$ cat src/rtl/frame_buffer_scheduler.sv
// Triple-buffered frame store controller: camera write FIFO, VGA-priority
// memory arbitration and tear-free bank rotation.
module frame_buffer_scheduler #(
    parameter int ADDR_W     = 17,
    parameter int DATA_W     = 12,
    parameter int FIFO_DEPTH = 8
) (
    input  logic                          pclk,
    input  logic                          rst_n,
    input  logic                          cam_wr_valid,
    output logic                          cam_wr_ready,
    input  logic [ADDR_W-1:0]             cam_wr_addr,
    input  logic [DATA_W-1:0]             cam_wr_data,
    input  logic                          cam_frame_done,
    input  logic                          vga_rd_req,
    input  logic [ADDR_W-1:0]             vga_rd_addr,
    output logic [DATA_W-1:0]             vga_rd_data,
    output logic                          vga_rd_valid,
    input  logic                          vga_vsync,
    output logic                          mem_en,
    output logic                          mem_we,
    output logic [ADDR_W+1:0]             mem_addr,
    output logic [DATA_W-1:0]             mem_wdata,
    input  logic [DATA_W-1:0]             mem_rdata,
    output logic [1:0]                    disp_bank,
    output logic                          frame_drop,
    output logic [$clog2(FIFO_DEPTH):0]   fifo_level
);

    localparam int PTR_W = $clog2(FIFO_DEPTH);
    localparam int LVL_W = PTR_W + 1;
    localparam int ENT_W = 2 + ADDR_W + DATA_W;

    logic [ENT_W-1:0] fifo_mem [FIFO_DEPTH];
    logic [PTR_W-1:0] wr_ptr;
    logic [PTR_W-1:0] rd_ptr;
    logic [LVL_W-1:0] level;
    logic [ENT_W-1:0] head;
    logic             push;
    logic             pop;
    logic             fifo_empty;

    logic [1:0] w_bank, r_bank, d_bank;
    logic [1:0] w_next, r_next, d_next;
    logic       new_flag, new_next;
    logic       drop_next;
    logic       vsync_q;
    logic       vsync_fall;

    assign fifo_empty   = (level == '0);
    assign cam_wr_ready = (level != LVL_W'(FIFO_DEPTH));
    assign push         = cam_wr_valid & cam_wr_ready;
    assign pop          = ~vga_rd_req & ~fifo_empty;
    assign head         = fifo_mem[rd_ptr];
    assign fifo_level   = level;
    assign disp_bank    = d_bank;
    assign vsync_fall   = vsync_q & ~vga_vsync;
    assign vga_rd_data  = vga_rd_valid ? mem_rdata : '0;

    // Entry carries the capture bank so it lands correctly after a rotation.
    always_ff @(posedge pclk) begin
        if (push) begin
            fifo_mem[wr_ptr] <= {w_bank, cam_wr_addr, cam_wr_data};
        end
    end

    always_ff @(posedge pclk or negedge rst_n) begin
        if (!rst_n) begin
            wr_ptr <= '0;
            rd_ptr <= '0;
            level  <= '0;
        end else begin
            if (push) begin
                wr_ptr <= wr_ptr + PTR_W'(1);
            end
            if (pop) begin
                rd_ptr <= rd_ptr + PTR_W'(1);
            end
            unique case ({push, pop})
                2'b10:   level <= level + LVL_W'(1);
                2'b01:   level <= level - LVL_W'(1);
                default: level <= level;
            endcase
        end
    end

    // Vsync is applied before frame_done when both arrive together.
    always_comb begin
        w_next    = w_bank;
        r_next    = r_bank;
        d_next    = d_bank;
        new_next  = new_flag;
        drop_next = 1'b0;
        if (vsync_fall && new_flag) begin
            d_next   = r_bank;
            r_next   = d_bank;
            new_next = 1'b0;
        end
        if (cam_frame_done) begin
            drop_next = new_next;
            w_next    = r_next;
            r_next    = w_bank;
            new_next  = 1'b1;
        end
    end

    always_ff @(posedge pclk or negedge rst_n) begin
        if (!rst_n) begin
            w_bank     <= 2'd0;
            r_bank     <= 2'd1;
            d_bank     <= 2'd2;
            new_flag   <= 1'b0;
            frame_drop <= 1'b0;
            vsync_q    <= 1'b1;
        end else begin
            w_bank     <= w_next;
            r_bank     <= r_next;
            d_bank     <= d_next;
            new_flag   <= new_next;
            frame_drop <= drop_next;
            vsync_q    <= vga_vsync;
        end
    end

    always_ff @(posedge pclk or negedge rst_n) begin
        if (!rst_n) begin
            mem_en       <= 1'b0;
            mem_we       <= 1'b0;
            mem_addr     <= '0;
            mem_wdata    <= '0;
            vga_rd_valid <= 1'b0;
        end else begin
            vga_rd_valid <= mem_en & ~mem_we;
            if (vga_rd_req) begin
                mem_en    <= 1'b1;
                mem_we    <= 1'b0;
                mem_addr  <= {d_bank, vga_rd_addr};
                mem_wdata <= '0;
            end else if (pop) begin
                mem_en    <= 1'b1;
                mem_we    <= 1'b1;
                mem_addr  <= head[ENT_W-1:DATA_W];
                mem_wdata <= head[DATA_W-1:0];
            end else begin
                mem_en    <= 1'b0;
                mem_we    <= 1'b0;
                mem_addr  <= '0;
                mem_wdata <= '0;
            end
        end
    end

endmodule

$ cat config.mk
export PLATFORM = sky130hd
export DESIGN_NAME = frame_buffer_scheduler
export DESIGN_NICKNAME = d
export VERILOG_FILES = /design/src/rtl/frame_buffer_scheduler.sv
export SDC_FILE = /design/constraint.sdc
export NUM_CORES = 1
export LEC_CHECK = 0
export ABC_AREA = 1
export CAP_MARGIN = 20
export CORE_ASPECT_RATIO = 0.6
export CORE_MARGIN = 10
export CORE_UTILIZATION = 50
export CTS_BUF_LIST = sky130_fd_sc_hd__clkbuf_8 sky130_fd_sc_hd__clkbuf_16
export DETAILED_ROUTE_END_ITERATION = 10
export MAX_ROUTING_LAYER = met4
export PLACE_DENSITY_LB_ADDON = 0.2
export SLEW_MARGIN = 20
export SYNTH_ARGS = -nofsm -noshare
export SYNTH_HDL_FRONTEND = slang
export SYNTH_SLANG_ARGS = --single-unit
$ cat constraint.sdc
create_clock -name pclk -period 2.91 [get_ports pclk]
set_input_delay 0.7275 -clock pclk [delete_from_list [all_inputs] [get_ports pclk]]
set_output_delay 0.7275 -clock pclk [all_outputs]
set_load 0.02 [all_outputs]
# == After elaboration in Yosys (flattened, before gate mapping) ==
# Memory sizes are Yosys's and may differ from the RTL's.
# Index checks and enable logic that the tools add are counted.
# W data, S select, Z words.
# op_classes
add_sub_neg,4
multipliers,0
div,0
magnitude_cmp,0
eq_ne,3
n_shift,0
n_mux,16
n_bitwise,8
n_reduce_logical,3
# ops
operator,n
$mux W19,2
$mux W12,3
$mux W1,8
$pmux W4 S2,1
$add A3 B1 Y3 const B,2
$add A4 B1 Y4 const B,1
$and A1 B1 Y1,4
$logic_not A4 Y1,1
$mux W2,2
$ne A4 B4 Y1 const B,1
$not A1 Y1,4
$sub A4 B1 Y4 const B,1
$eq A2 B1 Y1 const B,1
$eq A2 B2 Y1 const B,1
$reduce_bool A2 Y1,1
$logic_and A1 B1 Y1,1
# word_totals
reg_bits,53
latchBits,0
mem_bits_rw,248
rom_bits,0
input_bits,64
output_inout_bits,54
elab_cells,49
n_memories,1
# mem_list
name,words,width,rd,rd_ports_with_merged_regs,write_ports,line_no,source
fifo_mem,8,31,1,0,1,34,logic [ENT_W-1:0] fifo_mem [FIFO_DEPTH];

# == Longest topological paths before layout ==
# Gate-level depths: netlist (run 1).
# depth
ltp_word,5
ltp_mapped,12
depth_no_buf,12

# == Worst setup path after synthesis (run 1) ==
# No wires, ideal clock.
# synth_path
path_kind,reg-to-reg
from,"register level[0], in the netlist fifo_level[0]"
to,"memory fifo_mem[0][0] (netlist name), enable pin"
setup_time_ns,0.419
arrival_time_ns,2.588
t_required_ns,2.491
setup_slack_ns,-0.097
stages_incl_launch_ff,6
n_path_buf,0
period_less_slack_ns,3.007
path_cell_list,dfrtp_1 nor2_4 nand3_1 nand2_1 or2_4 nor2_1
# synth_via
elab_chain_len,4
# synth_lines
element,line_no,source
start: declaration,37,logic [LVL_W-1:0] level;
start signal: assignment,80,2'b10: level <= level + LVL_W'(1);
start signal: assignment,81,2'b01: level <= level - LVL_W'(1);
start signal: assignment,82,default: level <= level;
$ne A4 B4 Y1,51,assign cam_wr_ready = (level != LVL_W'(FIFO_DEPTH));
named net cam_wr_ready,11,"output logic cam_wr_ready,"
$and A1 B1 Y1,52,assign push = cam_wr_valid & cam_wr_ready;
$mux W1,62,if (push) begin
$mux W1 (implied by the code),63,"fifo_mem[wr_ptr] <= {w_bank, cam_wr_addr, cam_wr_data};"
end: declaration,34,
# The timed path passes the listed nets, and every way through them passes these cells.

# == Worst setup path in the final report (run 1) ==
# layout_path
from,input port mem_rdata[3]
to,output port vga_rd_data[3]
# layout_via
elab_chain_len,1
# layout_lines
element,line_no,source
start: declaration,24,"input logic [DATA_W-1:0] mem_rdata,"
$mux W12,58,assign vga_rd_data = vga_rd_valid ? mem_rdata : '0;
end: declaration,17,"output logic [DATA_W-1:0] vga_rd_data,"
# No other way between the ends.

==> results of run 1 <==
worst min-delay path by stage:
stage	start	to	depth (start not counted)
floorplan	rst_n	disp_bank[0]	0
global placement	mem_we	vga_rd_valid	1
detailed placement	mem_we	vga_rd_valid	1
CTS	rst_n	fifo_level[2]	1
global route	rst_n	fifo_level[2]	1
finish	rst_n	fifo_level[2]	1
stage by stage:
stage	setup slack, ns	cell area [sq um]	util	TNS (ns)	hold WS [ns]
final	0.2628	14420	0.6217	0	0.1757
after floorplan	-0.09741	11870	-	-12.08	0.4319
after global placement	0.2778	13480	0.5812	0	0.4084
after detailed placement	0.2520	13480	0.5812	0	0.4124
after CTS	0.2519	14420	0.6217	0	0.1838
after global routing	0.1827	14420	0.6217	0	0.1948
flip-flops by register name, indices dropped and copies added (netlist names), 2 cells and up:
| name | cells |
|---|---|
| r_bank | 2 |
| disp_bank | 2 |
| fifo_mem | 248 |
| fifo_level | 4 |
| wr_ptr | 3 |
| rd_ptr | 3 |
| w_bank | 2 |
| mem_addr | 19 |
| mem_wdata | 12 |
layout make-up:
class / count / share of cell area
Clock buffer: 30 / 0.04973
Clock inverter: 20 / 0.01545
Inverter: 30 / 0.007985
Multi-Input combinational cell: 585 / 0.1864
Sequential cell: 301 / 0.6093
Tap cell: 315 / 0.02734
Timing Repair Buffer: 146 / 0.1038
layer usage:
layer / GRT usage / vias to the layer above / part of all wire
met2: 0.2518 / 230 / 0.44
met3: 0.03312 / 32 / 0.076
met1: 0.2621 / 3596 / 0.48
met5: - / - / 0
met4: 0.03433 / 0 / 0.012
li1: - / 3612 / -
critical path, stage by stage:
cell	delay [ns]
clkdlybuf4s50_1	0.46
nand2_1	0.06
inv_1	0.06
clkdlybuf4s50_1	0.60
synth_stat cells (all sizes together):
cell type    n  area [sq um]
a21oi        1         5.000
a31oi        3         33.78
buf         35         270.3
clkbuf      18         68.81
dfrtp       50          1251
dfstp        3         78.83
edfxtp     248          7447
ha           5         62.56
inv         30         115.1
nand2       97         364.1
nand3       62         310.3
nand4        1         6.260
nor2       250         945.9
o211ai      12         90.09
o21ai      135         675.6
o22ai       12         75.07
or2          2         15.02
xnor2        2         17.52
xor2         3         26.28
report_power, final:
group | internal, W | switching, W | leakage (nW)
Sequential | 0.00549 | 0.000299 | 2.89
Combinational | 0.00167 | 0.00308 | 1.91
Clock | 0.00221 | 0.00151 | 0.477
kinds of logic (layout without fill, tap and decap cells):
family,Yosys count,after routing
buf+inv,83,226
compound gates,163,163
simple gates,412,412
xor+xnor,5,5
flops,301,301
fa+ha+maj,5,5
==> out/qor.yml, run 1 <==
fmaxAchievable_mhz: 377.8
setup_violations: 0
yosys_warnings: 0
path_class: "in2out"
drc: 0
track_usage: 0.1774
cap_violations: 0
final_common_cell: "edfxtp_1"
multi_input_area_sq_mm: 0.002688
die_h_um: 139.3
grt_pass1_vias: 7130
powerDensity_mw_per_mm2: 989.0
grt_first_pass_wirelength_mm: 41.54
antenna_found_initial: 0
cts_tree: "yes"
row_count: 43
drive_gt1_frac: 0.08453
core_sq_mm: 0.02319
post-dp-hpwl_mm: 15.96
cts_buffer_depth: 3
postCtsHoldBufs: 0
crit_path_end: "vga_rd_data[3]"
hold_viol_final: 0
grt_max_degree: 127
n_antenna_cell: 0
numClockSinks: 301
avgSynthCellArea_sq_um: 12.24
regArea_sq_mm: 0.008783
final_cells: 1427
cts_made_buffers: 27
start_util: 0.5114
reg2regPathDepth: 10
cts_root_buffer: "clkbuf_16"
worst_slew_pin_slew_ns: 0.8800
synth_cell_types: 30
gp_congestion: 0.7837
fin_skew_ns: 0.008863
ant_nets: 0
wire_per_inst_um: 18.67
cts_setup_buffers: 0
syn-num-nets: 1038
synthMuxAreaShare: 0
irDropWorstVdd_mv: 0.4678
grt_remaining_overflow: 0
clkLatencyLatePin_ns: 0.54
relSlewSlack: 0.4127
crit_required_ns: 2.18
h-tree-depth: 1
outcome: "completed"
fp.dieW_um: 218.8
critPathArrivalTime_ns: 1.92
synth_seq_area_share: 0.7401
cts_resized: 0
path_clk_slew_ns: 0.07
netlist_instances: 969
synthSimpleGateAreaFrac: 0.1384
fill_cells: 1816
post_drt_via_cell_ratio: 5.235
reg2reg_slack_ns: 0.75
synth-compound-area-share: 0.07417
drt-initial-drc-count: 734
synth_area_sq_mm: 0.01186
synth_fa_ha_area_frac: 0.005275
critPathCaptureType: "output port"
synthXorXnorAreaFrac: 0.003693
vias: 7470
p_leak_nw: 5.281
r2r-start: "fifo_level[0]"
layout.nets: 1160
reg2reg_to: "fifo_level[2]"
dieArea_sq_mm: 0.03048
routed_wl_mm: 26.65
synthToLayoutAreaGrowth_pct: 21.57
synth_seq_cells: 301
drv_slew: 0
hold_class: "in2async"
mostFrequentLayoutCells: "edfxtp_1 (248), nor2_1 (241), clkdlybuf4s50_1 (116), nand2_1 (97), o21ai_0 (78)"
fin_crit_sh: 0.9097
dr.pass1.iters: 4
finalCriticalPeriod_ns: 2.647
place_inst: 1377
total_power_w: 0.01426
io_pins: 118
rsz0062_at_grt: "no"
start_kind: "primary input"
startpoint: "mem_rdata[3]"
synth_top_family_by_area: "simple AND/OR/NAND/NOR gates"
io_buffers: 117
crit_path_max_fanout: 1
No activity file was read; power rests on OpenSTA's default activity.
==> run 2: changes to the inputs <==
Settings changed: CORE_MARGIN 10 to default, CORE_UTILIZATION 50 to 27.
==> run 2 against run 1 <==
Clock power up 2%. First-iteration DRC count down 11%. Power up 1.8%. Clock-buffer cell count unchanged. Combinational power up 4.4%. Fmax down 0.11%. Hold slack worse by 0.036 ns. Die area up 47%. Critical endpoint is now cam_wr_ready.
==> out/qor.yml, run 2 (synthesized netlist as in run 1, its figures left out) <==
reg2reg_to: "fifo_level[2]"
cts_buffer_depth: 3
largest_register_ffs: 248
mostFrequentLayoutCells: "edfxtp_1 (248), nor2_1 (241), clkdlybuf4s50_1 (116), nand2_1 (97), o21ai_0 (78)"
start_util: 0.2737
cts_tree: "yes"
drv_slew: 0
wire_per_inst_um: 17.92
drt-initial-drc-count: 656
cts_root_buffer: "clkbuf_16"
place_ws_ns: 0.2457
numClockSinks: 301
fp.dieW_um: 272.6
outcome: "completed"
hold_viol_final: 0
drc: 0
crit_required_ns: 2.18
layout.nets: 1162
top_regs: "fifo_mem (248), mem_addr (19), mem_wdata (12)"
post_drt_via_cell_ratio: 4.400
p_leak_nw: 5.293
antenna_found_initial: 1
path_class: "reg2out"
gp_congestion: 0.7156
crit_path_end: "cam_wr_ready"
grt_remaining_overflow: 0
h-tree-depth: 1
irDropWorstVdd_mv: 0.6682
dr.pass1.iters: 4
reg2regPathDepth: 10
track_usage: 0.1413
grt_max_degree: 127
core_sq_mm: 0.04333
vias: 7467
dieArea_sq_mm: 0.04479
die_h_um: 164.3
relSlewSlack: 0.3373
critPathCaptureType: "output port"
worst_slack_ns: 0.2599
synthToLayoutAreaGrowth_pct: 24.67
crit_path_max_fanout: 5
design_area_sq_mm: 0.01478
hold_class: "in2async"
path_clk_slew_ns: 0.07
row_count: 59
r2r-start: "fifo_level[0]"
post-dp-hpwl_mm: 17.24
postCtsHoldBufs: 0
grt_first_pass_wirelength_mm: 46.43
routed_wl_mm: 30.41
startpoint: "fifo_level[0]"
worst_slew_pin_slew_ns: 0.9941
setup_violations: 0
cts_resized: 0
fin_crit_sh: 0.9107
reg2reg_slack_ns: 0.68
final_common_cell: "edfxtp_1"
setup_tns_ns: 0
dpl_cell_area_sq_mm: 0.01383
cts_setup_buffers: 0
powerDensity_mw_per_mm2: 982.1
fin_skew_ns: 0.02316
grt_pass1_vias: 7134
drive_gt1_frac: 0.08326
io_pins: 118
ant_nets: 0
clkLatencyLatePin_ns: 0.57
rsz0062_at_grt: "no"
critPathArrivalTime_ns: 1.92
finalCriticalPeriod_ns: 2.650
start_kind: "flip-flop"
regMostFlops: "fifo_mem"
cts_made_buffers: 30
cap_violations: 0
io_buffers: 117
fmaxAchievable_mhz: 377.3
## run 2: cell types whose count changed in the layout (fill, tap and decap cells not counted), sizes merged
| cell | previous run | this run |
|---|---|---|
| bufinv | 5 | 3 |
| diode | 0 | 1 |
| inv | 35 | 36 |
| buf | 30 | 29 |
| clkinvlp | 1 | 2 |
| clkinv | 9 | 15 |
## run 2: worst min path at each step
stage,cells after the start,slack [ns],to,from
after floorplan,0,0.43,disp_bank[0],rst_n
after global placement,1,0.42,vga_rd_valid,mem_we
after detailed placement,1,0.44,vga_rd_valid,mem_we
after CTS,1,0.15,mem_addr[6],rst_n
after global routing,1,0.16,mem_addr[6],rst_n
final,1,0.14,mem_addr[17],rst_n
## run 2: worst max-delay path: stages, from the launching register on
cell and delay [ns]:
dfrtp_1 0.46, nor2_4 0.20, nand3_1 0.14, clkdlybuf4s50_1 0.57
## run 2: final cells by class
| type | count | area [sq um] |
|---|---|---|
| antenna | 1 | 2.502 |
| clock buffer | 30 | 750.7 |
| clock inverter | 26 | 203.9 |
| fill | 4259 | 28550 |
| inverter | 30 | 115.1 |
| multi-input combinational | 585 | 2688 |
| sequential | 301 | 8783 |
| tap | 579 | 724.4 |
| timing repair buffer | 145 | 1516 |
## run 2: routing by layer
metal | vias up | share of wire | GRT usage
met1 | 3631 | 0.53 | 0.2152
met2 | 166 | 0.41 | 0.1955
met5 | - | 0 | -
li1 | 3628 | - | -
met4 | 0 | 0.017 | 0.02630
met3 | 42 | 0.042 | 0.02325
## run 2: stage by stage
step                total power, W  std cells  utilization  hold WS [ns]
floorplan                 0.008978        969            -        0.4319
global placement           0.01089       1640       0.3191        0.4152
detailed placement         0.01090       1640       0.3191        0.4448
CTS                        0.01473       1696       0.3411        0.1485
global route               0.01544       1697       0.3412        0.1640
finish                     0.01452       1697       0.3412        0.1401
## run 2: power by group
group          switching, W  internal [W]  leakage (nW)
combinational       0.00326       0.00170          1.92
sequential         0.000272       0.00550          2.89
clock               0.00166       0.00214         0.487
total               0.00519       0.00933          5.29
==> run 3: changes to the inputs <==
Settings changed: ABC_CLOCK_PERIOD_IN_PS from default to 2910, DONT_BUFFER_PORTS from default to 1.
==> run 3 against run 2 <==
Sequential cell count is the same. Clock-buffer cell count grew 2. Hold slack lost 0.12 ns. Worst setup slack gained 0.33 ns. Via count shrank 5.4%.
==> out/qor.yml, run 3 (synthesized netlist as in run 1, its figures left out) <==
start_kind: "flip-flop"
gp_congestion: 0.7577
path_class: "reg2out"
path_clk_slew_ns: 0.06
cap_violations: 0
core_sq_mm: 0.04333
cts_resized: 0
dr.pass1.iters: 5
cts_tree: "yes"
n_antenna_cell: 0
synthToLayoutAreaGrowth_pct: 13.96
cts_made_buffers: 30
p_leak_nw: 4.845
post-dp-hpwl_mm: 17.36
fp.dieW_um: 272.6
io_buffers: 0
io_pins: 118
layout.nets: 1046
mostFrequentLayoutCells: "edfxtp_1 (248), nor2_1 (241), nand2_1 (97), o21ai_0 (78), nand3_1 (62)"
outcome: "completed"
routed_wl_mm: 29.38
rsz0062_at_grt: "no"
reg2regPathDepth: 10
drv_slew: 0
crit_required_ns: 2.18
drc: 0
clkLatencyLatePin_ns: 0.57
crit_path_max_fanout: 5
largest_register_ffs: 248
final_cells: 1580
final_common_cell: "edfxtp_1"
critPathCaptureType: "output port"
cts_root_buffer: "clkbuf_16"
vias: 7064
h-tree-depth: 1
relSlewSlack: 0.3401
drive_gt1_frac: 0.08791
fin_skew_ns: 0.01229
clockPowerShare: 0.265
hold_viol_final: 0
hold_class: "in2async"
setup_violations: 0
switching_share: 0.3650
antenna_found_initial: 0
grt_max_degree: 127
fmaxAchievable_mhz: 431.0
p_sw_w: 0.004991
powerDensity_mw_per_mm2: 1012
finalCriticalPeriod_ns: 2.320
cts_buffer_depth: 3
die_h_um: 164.3
worst_slew_pin_slew_ns: 0.9898
cts_setup_buffers: 0
start_util: 0.2737
row_count: 59
regMostFlops: "fifo_mem"
top_regs: "fifo_mem (248), mem_addr (19), mem_wdata (12)"
post_drt_via_cell_ratio: 4.471
internal-power_w: 0.008681
setup_tns_ns: 0
place_inst: 1523
track_usage: 0.1366
grt_first_pass_wirelength_mm: 44.77
dieArea_sq_mm: 0.04479
wire_per_inst_um: 18.59
numClockSinks: 301
seqPwrFrac: 0.445
drt-initial-drc-count: 525
ant_nets: 0
comb_power_share: 0.290
grt_remaining_overflow: 0
fin_crit_sh: 0.7974
irDropWorstVdd_mv: 0.6544
grt_pass1_vias: 6885
critPathArrivalTime_ns: 1.59
==> run 3: cell types whose count changed in the layout (fill, tap and decap cells not counted) <==
cell             delta
buf_4               +6
inv_1              +10
clkinv_1            -5
clkbuf_8            +2
diode_2             -1
bufinv_16           -2
buf_16              +1
clkinv_2            -5
clkdlybuf4s50_1   -116
buf_12              -7
==> run 3: power by group through the flow <==
stage / sequential [W] / clock, W / combinational, W
after floorplan: 0.00609 / 0 / 0.00289
after global placement: 0.00617 / 0 / 0.00404
after detailed placement: 0.00617 / 0 / 0.00403
after CTS: 0.00609 / 0.00377 / 0.00407
after global routing: 0.00616 / 0.00391 / 0.00453
final: 0.00608 / 0.00363 / 0.00397
==> run 3: cell type report <==
type | count | area, sq um
fillers | 4356 | 29820
flip-flops and latches | 301 | 8783
multi-input cells | 585 | 2688
clock buffers | 32 | 778.2
well taps | 579 | 724.4
repair buffers | 29 | 287.8
clock inverters | 24 | 137.6
inverters | 30 | 115.1
==> run 3: worst paths after layout <==
path | start | to | slack (ns)
min | rst_n | mem_addr[5] | 0.02
min in group pclk | vga_vsync | vsync_q | 0.16
max in group asynchronous | rst_n | r_bank[0] | 2.57
max reg2reg | fifo_level[0] | fifo_level[2] | 0.67
min reg2reg | new_flag | new_flag | 0.49
max | fifo_level[0] | cam_wr_ready | 0.59
==> run 3: critical path, cell delays in order (launching register included) <==
cell and delay [ns]:
dfrtp_1 0.52, nor2_4 0.21, nand3_1 0.11, buf_4 0.18
==> run 3: metal layers <==
metal	up-vias	wire [um]	global-route usage	part of all wire
met1	3476	15260	0.1994	0.52
met2	160	12260	0.1970	0.42
met3	39	1361	0.02588	0.046
li1	3389	-	-	-
met5	-	0	-	0
met4	0	501	0.02528	0.017
==> run 3: what timing repair did <==
item,CTS,global route
endpoints found under the setup margin,0,0
hold endpoints to repair,53,0
hold buffers,1,0
==> run 3: through the flow <==
step | hold WS, ns | instance area (sq um) | setup WS [ns] | total power (W) | util
global placement | 0.4333 | 12570 | 0.6186 | 0.01021 | 0.2901
detailed placement | 0.4334 | 12570 | 0.6420 | 0.01020 | 0.2901
global route | 0.02764 | 13510 | 0.4727 | 0.01460 | 0.3119
finish | 0.02363 | 13510 | 0.5896 | 0.01367 | 0.3119
CTS | 0.01016 | 13510 | 0.5365 | 0.01392 | 0.3119
floorplan | 0.4319 | 11870 | -0.09741 | 0.008978 | -
